[src/rtl/key_click_decoder.sv]
// -----------------------------------------------------------------------------
// key_click_decoder
//
// Purpose:
//   Consumes the single-cycle debounced press pulse from key_debounce and
//   classifies each burst of presses as a single, double or triple click.
//   A press joins the open burst if it arrives within CNT_WIN+1 edges of the
//   previous press; a third press closes the burst at once as a triple click.
//   Exactly one registered one-cycle flag is emitted per classified burst.
//
// Optional feature (compile-time macro KEY_CLICK_HOLDOFF_EN):
//   When defined, every decision is followed by a HOLD lockout of CNT_HOLD+1
//   cycles during which key_flag is ignored and busy stays high.
//   When undefined, the HOLD state and hold counter are not built.
//
// Parameters:
//   CNT_WIN  - max gap (cycles) between presses of one burst
//   CNT_HOLD - lockout length after a decision (holdoff build only)
//
// Ports:
//   sys_clk     in   system clock, rising edge
//   sys_rst_n   in   asynchronous active-low reset
//   key_flag    in   one-cycle debounced press pulse
//   single_flag out  one-cycle pulse, burst of 1 press
//   double_flag out  one-cycle pulse, burst of 2 presses
//   triple_flag out  one-cycle pulse, burst of 3 presses
//   busy        out  high while a burst is open (or in holdoff)
// -----------------------------------------------------------------------------
module key_click_decoder #(
  parameter logic [23:0] CNT_WIN  = 24'd12_499_999,
  parameter logic [23:0] CNT_HOLD = 24'd2_499_999
) (
  input  logic sys_clk,
  input  logic sys_rst_n,
  input  logic key_flag,
  output logic single_flag,
  output logic double_flag,
  output logic triple_flag,
  output logic busy
);

`ifdef KEY_CLICK_HOLDOFF_EN
  typedef enum logic [1:0] {IDLE, WAIT, HOLD} state_t;
`else
  typedef enum logic [1:0] {IDLE, WAIT} state_t;

  // CNT_HOLD only shapes the holdoff build; this empty block keeps the
  // parameter referenced so both builds share one parameter list.
  if (CNT_HOLD == 24'd0) begin : g_hold_param_ref
  end
`endif

  state_t      state, state_nxt;
  logic [1:0]  click_cnt, click_nxt;
  logic [23:0] win_cnt, win_nxt;
  logic        single_nxt, double_nxt, triple_nxt, busy_nxt;
  logic        decide;
`ifdef KEY_CLICK_HOLDOFF_EN
  logic [23:0] hold_cnt, hold_nxt;
`endif

  // ---- Stage: next-state and output decode --------------------------------
  always_comb begin
    state_nxt  = state;
    click_nxt  = click_cnt;
    win_nxt    = win_cnt;
    single_nxt = 1'b0;
    double_nxt = 1'b0;
    triple_nxt = 1'b0;
    decide     = 1'b0;
`ifdef KEY_CLICK_HOLDOFF_EN
    hold_nxt   = hold_cnt;
`endif

    case (state)
      IDLE: begin
        if (key_flag) begin
          click_nxt = 2'd1;
          win_nxt   = 24'd0;
          state_nxt = WAIT;
        end
      end

      WAIT: begin
        // A press wins over window expiry, so a press landing exactly on the
        // expiry edge still joins the burst.
        if (key_flag && (click_cnt == 2'd2)) begin
          triple_nxt = 1'b1;
          decide     = 1'b1;
        end else if (key_flag) begin
          click_nxt = click_cnt + 2'd1;
          win_nxt   = 24'd0;
        end else if (win_cnt == CNT_WIN) begin
          single_nxt = (click_cnt == 2'd1);
          double_nxt = (click_cnt == 2'd2);
          decide     = 1'b1;
        end else begin
          win_nxt = win_cnt + 24'd1;
        end
      end

`ifdef KEY_CLICK_HOLDOFF_EN
      HOLD: begin
        // key_flag is deliberately ignored here.
        if (hold_cnt == CNT_HOLD) begin
          state_nxt = IDLE;
        end else begin
          hold_nxt = hold_cnt + 24'd1;
        end
      end
`endif

      default: state_nxt = IDLE;
    endcase

    if (decide) begin
      click_nxt = 2'd0;
      win_nxt   = 24'd0;
`ifdef KEY_CLICK_HOLDOFF_EN
      hold_nxt  = 24'd0;
      state_nxt = HOLD;
`else
      state_nxt = IDLE;
`endif
    end

    busy_nxt = (state_nxt != IDLE);
  end

  // ---- Stage: state and output registers ----------------------------------
  always_ff @(posedge sys_clk or negedge sys_rst_n) begin
    if (!sys_rst_n) begin
      state       <= IDLE;
      click_cnt   <= 2'd0;
      win_cnt     <= 24'd0;
      single_flag <= 1'b0;
      double_flag <= 1'b0;
      triple_flag <= 1'b0;
      busy        <= 1'b0;
    end else begin
      state       <= state_nxt;
      click_cnt   <= click_nxt;
      win_cnt     <= win_nxt;
      single_flag <= single_nxt;
      double_flag <= double_nxt;
      triple_flag <= triple_nxt;
      busy        <= busy_nxt;
    end
  end

`ifdef KEY_CLICK_HOLDOFF_EN
  always_ff @(posedge sys_clk or negedge sys_rst_n) begin
    if (!sys_rst_n) begin
      hold_cnt <= 24'd0;
    end else begin
      hold_cnt <= hold_nxt;
    end
  end
`endif

endmodule

[config.mk]
export PLATFORM = sky130hd
export DESIGN_NAME = key_click_decoder
export DESIGN_NICKNAME = d
export VERILOG_FILES = /design/src/rtl/key_click_decoder.sv
export SDC_FILE = /design/constraint.sdc
export NUM_CORES = 1
export LEC_CHECK = 0
export ABC_AREA = 1
export ABC_CLOCK_PERIOD_IN_PS = 1400
export CAP_MARGIN = 20
export CORE_MARGIN = 3
export CORE_UTILIZATION = 45
export CTS_BUF_LIST = sky130_fd_sc_hd__clkbuf_4
export CTS_CLUSTER_SIZE = 14
export DETAILED_ROUTE_END_ITERATION = 8
export PLACE_DENSITY = 0.72
export SYNTH_ARGS = -nofsm -noshare
export SYNTH_HDL_FRONTEND = slang
export SYNTH_SLANG_ARGS = --single-unit
[constraint.sdc]
create_clock -name sys_clk -period 1.4 [get_ports sys_clk]
set_input_delay 0.28 -clock sys_clk [delete_from_list [all_inputs] [get_ports sys_clk]]
set_output_delay 0.28 -clock sys_clk [all_outputs]
set_load 0.03 [all_outputs]
==> results.cfg, run 1 <==
[status]
status = complete, but fails checks
violations = negative setup slack

[critical_path]
arrival_ns = 1.75
rrSetupSlack_ns = -0.13
cp-end-kind = flip-flop
rr_endpoint = win_cnt[7]
critPathMaxFanout = 5
crit_end = win_cnt[7]
crit_start = win_cnt[1]
worstReg2RegStart = win_cnt[1]
r2r_cells = 10
critPathKind = reg -> reg
cp-start-kind = flip-flop
critPathRequiredTime_ns = 1.62

[timing]
fin_skew_ns = 0.00671
hold_viol_final = 0
finalCriticalPeriod_ns = 1.53
rsz0062_at_grt = yes
slew_viol_final = 0
period_share_pct = 109
setup_viol = 29
max_freq_ghz = 0.653
fin_ws_ns = -0.132

[global_route]
antenna_found_initial = 0
met3_usage_pct = 4.40
grt_overflow = 0
grt_usage_pct = 19.1
grt_pass1_vias = 1664
grt_most_used_layer = met2
grt_pass1_wl_mm = 7.54
grtUsageMet1_pct = 25.4
grtUsageMet2_pct = 30.9
grt_max_degree = 33

[clock_network]
cts.sinks = 32
cts_tree = yes
cts_root_buffer = clkbuf_4
clk_path_buf_depth = 2
worstSkewPairLatency_ns = 0.33
cts_inserted_buffers = 5
htreeDepth = 2
clk_transition_reported_paths_ns = 0.09

[detailed_routing]
dr.pass1.iters = 4
drtIter0Drc = 155
wl_per_cell_um = 13.4
wl_mm = 4.66
vias_per_cell = 5.02
post-route-drc-count = 0
num_vias = 1753
antenna_left = 0

[power_and_ir_drop]
cellPowerDensity_nw_per_um2 = 647
p_total_mw = 1.64
leakagePower_nw = 1.19
vdd_ir_drop_max_mv = 0.437

[cells_and_area]
layout_commonest_cell = nand2_1
final_nets = 307
drive_gt1_share_pct = 34.6
diodes = 0
fillers = 337
synthToLayoutAreaGrowth_pct = 35.0
final_cell_mix = 52 x nand2_1, 43 x buf_4, 31 x dfrtp_1

[synth]
ys_seq_area_share_pct = 42.6
synth.net_count = 249
synth_cells = 243
synth_seq_cells = 32
synth.avg_cell_area_um2 = 7.73
ys_warn_count = 0
yosysUniqueCellTypes = 24
synthesis.area_um2 = 1880

[die]
dieWidth_um = 70.6
start_util_pct = 49.1
coreArea_um2 = 3830
die_y_um = 70.6
io_pins = 7
die_area_um2 = 4980
rows = 22

[placement]
dp_hpwl_mm = 2.99
pre_cts_ws_ns = -0.375
gp_congestion = 0.813
numPortBuffers = 6

[hold_path]
hp-class = in -> async

[job]
maxCapViolations = 0
[state kept, by name, indices dropped and copies added, names as in the netlist]
signal,count
state,2
busy,1
click_cnt,2
triple_flag,1
double_flag,1
win_cnt,24
single_flag,1
[cell families after synthesis]
| logic type | after synthesis | share of synthesized area [%] |
|---|---|---|
| and+or+nand+nor | 150 | 38.4 |
| AOI/OAI and AO/OA | 7 | 1.93 |
| buffers and inverters | 37 | 8.73 |
| xor gates and xnor gates | 13 | 6.06 |
| other | 1 | 0.200 |
| DFF | 32 | 42.6 |
| adders and majority gates | 3 | 2.00 |
[routing by layer]
layer,vias up,share of wire [%],routed length [µm]
met5,-,0,0
met4,0,1.3,60
met3,8,4.9,229
met2,33,50,2310
met1,838,44,2060
li1,874,-,-
[stage by stage]
step / cells / TNS [ns] / instance area [µm²] / util (%) / hold slack [ns]
2_1_floorplan: 243 / -0.707 / 1880 / - / -0.0156
3_3_place_gp: 330 / -6.89 / 2260 / 59.0 / 0.514
3_5_place_dp: 330 / -8.59 / 2260 / 59.0 / 0.533
4_1_cts: 344 / -2.52 / 2440 / 63.8 / 0.314
5_1_grt: 349 / -5.90 / 2540 / 66.3 / 0.318
6_report: 349 / -3.00 / 2540 / 66.3 / 0.310
[Yosys cell counts]
| cell type | count | area [µm²] |
|---|---|---|
| ha_1 | 3 | 37.5 |
| nand2_1 | 57 | 214 |
| inv_2 | 2 | 7.51 |
| nor3_2 | 3 | 30.0 |
| nor2_2 | 14 | 87.6 |
| o21ai_0 | 5 | 25.0 |
| xnor2_1 | 3 | 26.3 |
| xor2_1 | 10 | 87.6 |
| nand2_4 | 2 | 22.5 |
| nand3_2 | 4 | 40.0 |
| nand4_1 | 9 | 56.3 |
| o22ai_1 | 1 | 6.26 |
| nand3_1 | 15 | 75.1 |
| conb_1 | 1 | 3.75 |
| nor3_1 | 3 | 15.0 |
| dfrtp_1 | 32 | 801 |
| inv_1 | 30 | 113 |
| inv_6 | 1 | 8.76 |
| nand2_2 | 2 | 12.5 |
| a21oi_1 | 1 | 5.00 |
| buf_12 | 1 | 20.0 |
| buf_2 | 3 | 15.0 |
| nor2_1 | 39 | 146 |
| nor2_4 | 2 | 22.5 |
[worst min path at each step]
stage                         to         start  slack (ns)
floorplan                   busy     sys_rst_n       -0.02
global placement      win_cnt[1]    win_cnt[1]        0.51
detailed placement  click_cnt[1]  click_cnt[1]        0.53
CTS                  win_cnt[14]     sys_rst_n        0.31
global route         win_cnt[13]     sys_rst_n        0.32
finish               triple_flag     sys_rst_n        0.31
[critical path, stage by stage (launching register included)]
cell and delay (ns):
dfrtp_1 0.41, ha_4 0.17, nand2_4 0.07, nor2_4 0.10, nand3_2 0.07, nor2_2 0.12, nand2_2 0.09, nand3_4 0.12
nand2_8 0.12, inv_6 0.10, nor2_2 0.03
[power breakdown]
part	total, mW	internal [mW]	leakage (nW)	switching [mW]
combinational	0.210	0.0801	0.724	0.129
sequential	0.955	0.942	0.436	0.0133
clock	0.477	0.175	0.0261	0.302
[what timing repair did]
action | CTS | global route
pin swaps | 5 | 8
resized for setup | 25 | 15
endpoints found under the hold margin | 0 | 0
setup buffers | 5 | 4
gates cloned | 2 | 2
endpoints found under the setup margin | 31 | 30
hold buffers | 0 | 0
[cell type report]
cell class,instances,area [µm²],share of cell area (%)
clock buffer,5,37.5,1.48
clock inverter,2,7.51,0.296
inverter,33,136,5.38
multi-input combinational,175,1050,41.3
sequential,32,802,31.6
tap,48,60.1,2.37
timing repair buffer,51,409,16.1
timing repair inverter,3,36.3,1.43
(Power assumes the default switching activity.)
==> run 2, diff against run 1 <==
- CELL_PAD_IN_SITES_DETAIL_PLACEMENT: not set -> 1
- CELL_PAD_IN_SITES_GLOBAL_PLACEMENT: not set -> 1
- CORE_UTILIZATION: 45 -> 42
- PLACE_DENSITY: 0.72 -> 0.85
==> run 2 against run 1 <==
The run still ends with negative setup slack left. Setup slack worse by 0.15 ns. Critical path depth is 3 lower. Non-clock buffer count is 5 higher. Clock power is 2% higher. Via count is 9.7% higher. Combinational power is 12% higher. Clock-buffer cell count stayed put. Critical path type unchanged. Largest cell class unchanged.
==> results.cfg, run 2 (synthesis results as in run 1) <==
[status]
status = complete, but fails checks
violations = negative setup slack

[critical_path]
crit_start = win_cnt[8]
cp-end-kind = flip-flop
cp-start-kind = flip-flop
slowest_delay_ns = 0.44
path_cells = nand2_1 -> nor2_1 -> nand3_4 -> nor3_4 -> nand2_1 -> nor3_1 -> nor2_2
critPathMaxFanout = 3
critical-path-slowest-cell = dfrtp_1
r2r_cells = 7
crit_end = win_cnt[21]
rr_endpoint = win_cnt[21]
worstReg2RegStart = win_cnt[8]
critPathRequiredTime_ns = 1.65
cp_common_cell = nand2_1
arrival_ns = 1.93
rrSetupSlack_ns = -0.28
critPathKind = reg -> reg

[detailed_routing]
antenna_left = 0
dr.pass1.iters = 4
met2_length_mm = 3.39
wl_per_cell_um = 19.4
drtIter0Drc = 135
post-route-drc-count = 0
wl_met3_um = 388
wl_mm = 6.85
vias_per_cell = 5.43
met1_length_mm = 2.74
top_layer = met4
num_vias = 1923

[clock_network]
cts.sinks = 32
cts_inserted_buffers = 5
clk_transition_reported_paths_ns = 0.10
holdBufCountCts = 0
cts_root_buffer = clkbuf_4
htreeDepth = 2
worstSkewPairLatency_ns = 0.36
clk_path_buf_depth = 2
cts_tree = yes

[job]
maxCapViolations = 0

[cells_and_area]
largest_reg_flops = 24
diodes = 0
final_nets = 312
postLayoutCellArea_um2 = 2700
synthToLayoutAreaGrowth_pct = 43.6
post-route-util_pct = 65.1
final_cell_mix = 50 x nand2_1, 45 x buf_4, 30 x inv_1, 30 x dfrtp_1, 24 x nor2_2
regMostFlops = win_cnt
drive_gt1_share_pct = 40.1
largestRegisters = win_cnt x24, click_cnt x2, state x2
layout_commonest_cell = nand2_1
fillers = 487

[die]
die_area_um2 = 5310
io_pins = 7
start_util_pct = 45.3
rows = 23
die_y_um = 72.9
coreArea_um2 = 4140
dieWidth_um = 72.9

[global_route]
grt_overflow = 0
grt_usage_pct = 28.2
antenna_found_initial = 0
grt_max_degree = 33
grt_pass1_vias = 2070
grt_pass1_wl_mm = 10.8

[placement]
place_area_um2 = 2310
gp_congestion = 0.831
numPortBuffers = 6
dp_hpwl_mm = 3.84

[timing]
hold_viol_final = 0
finalCriticalPeriod_ns = 1.68
setup_viol = 29
fin_hold_ws_ns = 0.283
fin_ws_ns = -0.279
period_share_pct = 120
rsz0062_at_grt = yes
slew_viol_final = 0
fin_skew_ns = 0.0112
max_freq_ghz = 0.596

[power_and_ir_drop]
leakagePower_nw = 1.23
p_total_mw = 1.68
vdd_ir_drop_max_mv = 0.503
cellPowerDensity_nw_per_um2 = 625

[hold_path]
hp-class = in -> async
## run 2: cell count changes in the layout (fill, tap and decap cells not counted), moves of 2 or more
cell             previous run  this run
buf_6                       1         3
nand2_4                     2         4
clkinv_1                    2         0
nand2_1                    52        50
dlygate4sd2_1               4         2
nor2_2                     21        24
clkdlybuf4s15_1             0         2
nor2_1                     28        20
buf_4                      43        45
nor2_4                      6        11
## run 2: metal layers
layer,global-route usage (%),vias up
met2,47.1,66
met3,6.61,32
met4,13.9,0
li1,-,879
met1,34.1,946
met5,0,-
## run 2: critical path: cells and delay by family, from the launching register on
family	cells	cell delay (ns)
AND/OR/NAND/NOR	7	1.15
flip-flops	1	0.44
## run 2: timing repair
action / CTS / global route
pin swaps: 8 / 14
endpoints found under the setup margin: 31 / 32
cloned: 4 / 0
resized for setup: 31 / 38
endpoints found under the hold margin: 0 / 0
buffers inserted: 3 / 6
## run 2: how the worst min path moves through the flow
stage,start,endpoint,slack [ns],cells after the start
3_3_place_gp,win_cnt[1],win_cnt[1],0.51,2
5_1_grt,sys_rst_n,single_flag,0.28,2
4_1_cts,sys_rst_n,win_cnt[2],0.29,2
3_5_place_dp,win_cnt[1],win_cnt[1],0.52,2
2_1_floorplan,sys_rst_n,busy,-0.02,0
6_report,sys_rst_n,win_cnt[2],0.28,2
## run 2: metrics by stage
stage / TNS, ns / worst slack, ns / std cells
detailed placement: -9.15 / -0.376 / 337
finish: -6.30 / -0.279 / 354
global route: -8.19 / -0.395 / 354
global placement: -7.33 / -0.311 / 337
floorplan: -0.707 / -0.0702 / 243
CTS: -3.29 / -0.157 / 349
## run 2: cell type report
class | instances | area (µm²) | share of cell area (%)
Multi-Input combinational cell | 175 | 1140 | 42.4
Sequential cell | 32 | 803 | 29.8
Timing Repair inverter | 3 | 43.8 | 1.62
Inverter | 33 | 136 | 5.06
Clock buffer | 5 | 37.5 | 1.39
Timing Repair Buffer | 56 | 469 | 17.4
Tap cell | 50 | 62.6 | 2.32
## run 2: where the power goes
part / internal, mW / total, mW / switching [mW]
clock: 0.167 / 0.487 / 0.320
combinational: 0.0842 / 0.236 / 0.152
sequential: 0.943 / 0.961 / 0.0189
==> run 3, diff against run 2 <==
- CTS_CLUSTER_SIZE: 14 -> 24
- TNS_END_PERCENT: not set -> 10
==> run 3 against run 2 <==
Register-to-register slack better by 0.05 ns. Worst hold slack better by 0.0087 ns. Maximum frequency up 3.3%. Critical path depth up 3. Sequential cell count unchanged. Critical path type unchanged. Clock power up 13%. Via count up 2.5%. Sequential share of layout area up 0.23 points. Utilization down 0.39 points. The run still ends with negative setup slack left. Power up 3.7%.
==> results.cfg, run 3 (synthesis results as in run 1) <==
[clock_network]
clk_path_buf_depth = 2
htreeDepth = 2
worstSkewPairLatency_ns = 0.35
cts_inserted_buffers = 5
cts_root_buffer = clkbuf_4
clk_transition_reported_paths_ns = 0.12
cts.sinks = 32
cts_tree = yes

[critical_path]
cp-start-kind = flip-flop
cp-end-kind = flip-flop
critPathKind = reg -> reg
worstReg2RegStart = win_cnt[0]
rr_endpoint = click_cnt[1]
arrival_ns = 1.86
rrSetupSlack_ns = -0.23
r2r_cells = 10
critPathMaxFanout = 7
crit_start = win_cnt[0]
critPathRequiredTime_ns = 1.64

[timing]
fin_setup_tns_ns = -5.70
hold_viol_final = 0
slew_viol_final = 0
setup_viol = 30
fin_skew_ns = 0.00918
period_share_pct = 116
fin_ws_ns = -0.225
finalCriticalPeriod_ns = 1.63
rsz0062_at_grt = yes
max_freq_ghz = 0.615

[cells_and_area]
post-route-util_pct = 64.7
final_nets = 317
postLayoutCellArea_um2 = 2680
regMostFlops = win_cnt
synthToLayoutAreaGrowth_pct = 42.8
drive_gt1_share_pct = 42.0
final_cell_mix = 53 x buf_4, 49 x nand2_1, 29 x dfrtp_1
largestRegisters = win_cnt x24, click_cnt x2, state x2
largest_reg_flops = 24
layout_commonest_cell = buf_4
diodes = 0

[detailed_routing]
wl_mm = 7.40
post-route-drc-count = 0
wl_per_cell_um = 20.4
num_vias = 1972
vias_per_cell = 5.45
dr.pass1.iters = 4
drtIter0Drc = 138
antenna_left = 0

[global_route]
grt_overflow = 0
antenna_found_initial = 0
grt_usage_pct = 24.5
grt_pass1_vias = 2095
grt_pass1_wl_mm = 9.71
grt_max_degree = 33

[die]
die_area_um2 = 5310
die_y_um = 72.9
coreArea_um2 = 4140
dieWidth_um = 72.9
start_util_pct = 45.3
rows = 23
io_pins = 7

[job]
maxCapViolations = 0

[placement]
pre_cts_ws_ns = -0.380
place_area_um2 = 2320
numPortBuffers = 6
dp_hpwl_mm = 3.65
gp_congestion = 0.795

[power_and_ir_drop]
leakagePower_nw = 1.26
vdd_ir_drop_max_mv = 0.376
p_total_mw = 1.75
cellPowerDensity_nw_per_um2 = 651

[status]
status = complete, but fails checks
violations = negative setup slack

[hold_path]
hp-class = in -> async
## run 3: layout make-up
type                    instances  area [µm²]
flip-flops and latches         32         805
clock buffers                   5        37.5
clock inverters                 3        13.8
repair buffers                 64         528
multi-input cells             174        1080
well taps                      50        62.6
repair inverters                1        16.3
inverters                      33         136
fillers                       501        1460
## run 3: per-layer routing
| metal | wire length [µm] | up-vias | track usage [%] |
|---|---|---|---|
| met4 | 289 | 0 | 14.5 |
| met3 | 250 | 26 | 5.23 |
| met1 | 2950 | 988 | 27.9 |
| met2 | 3910 | 66 | 41.7 |
| li1 | - | 892 | - |
| met5 | 0 | - | 0 |
## run 3: how the worst max path moves through the flow
stage | endpoint | slack [ns] | depth (start not counted)
floorplan | win_cnt[5] | -0.07 | 11
global placement | win_cnt[18] | -0.31 | 11
detailed placement | win_cnt[14] | -0.38 | 11
CTS | win_cnt[16] | -0.14 | 8
global route | win_cnt[23] | -0.29 | 10
finish | click_cnt[1] | -0.23 | 10
## run 3: metrics by stage
step | instances | hold WS, ns
after floorplan | 243 | -0.0156
after global placement | 339 | 0.518
after detailed placement | 339 | 0.534
after CTS | 352 | 0.301
after global routing | 362 | 0.292
final | 362 | 0.291
## run 3: worst max-delay path, cell delays in order, from the launching register on
cell	delay (ns)
dfrtp_1	0.42
ha_4	0.17
nand2_4	0.08
nor2_4	0.13
nand3_2	0.10
nor2_2	0.13
nand2_2	0.11
nand3_4	0.10
nand2_8	0.12
nand2_2	0.08
nand2_1	0.07
## run 3: repair_timing
action                                  in CTS  in global routing
setup buffers                                4                 10
pin swaps                                    4                 11
cloned                                       1                  0
endpoints found under the setup margin      31                 31
resized for setup                           17                 42
hold buffers                                 0                  0
## run 3: where the power goes
group,internal [mW],switching (mW)
logic,0.0909,0.145
registers,0.943,0.0178
clock network,0.184,0.366
total,1.22,0.529
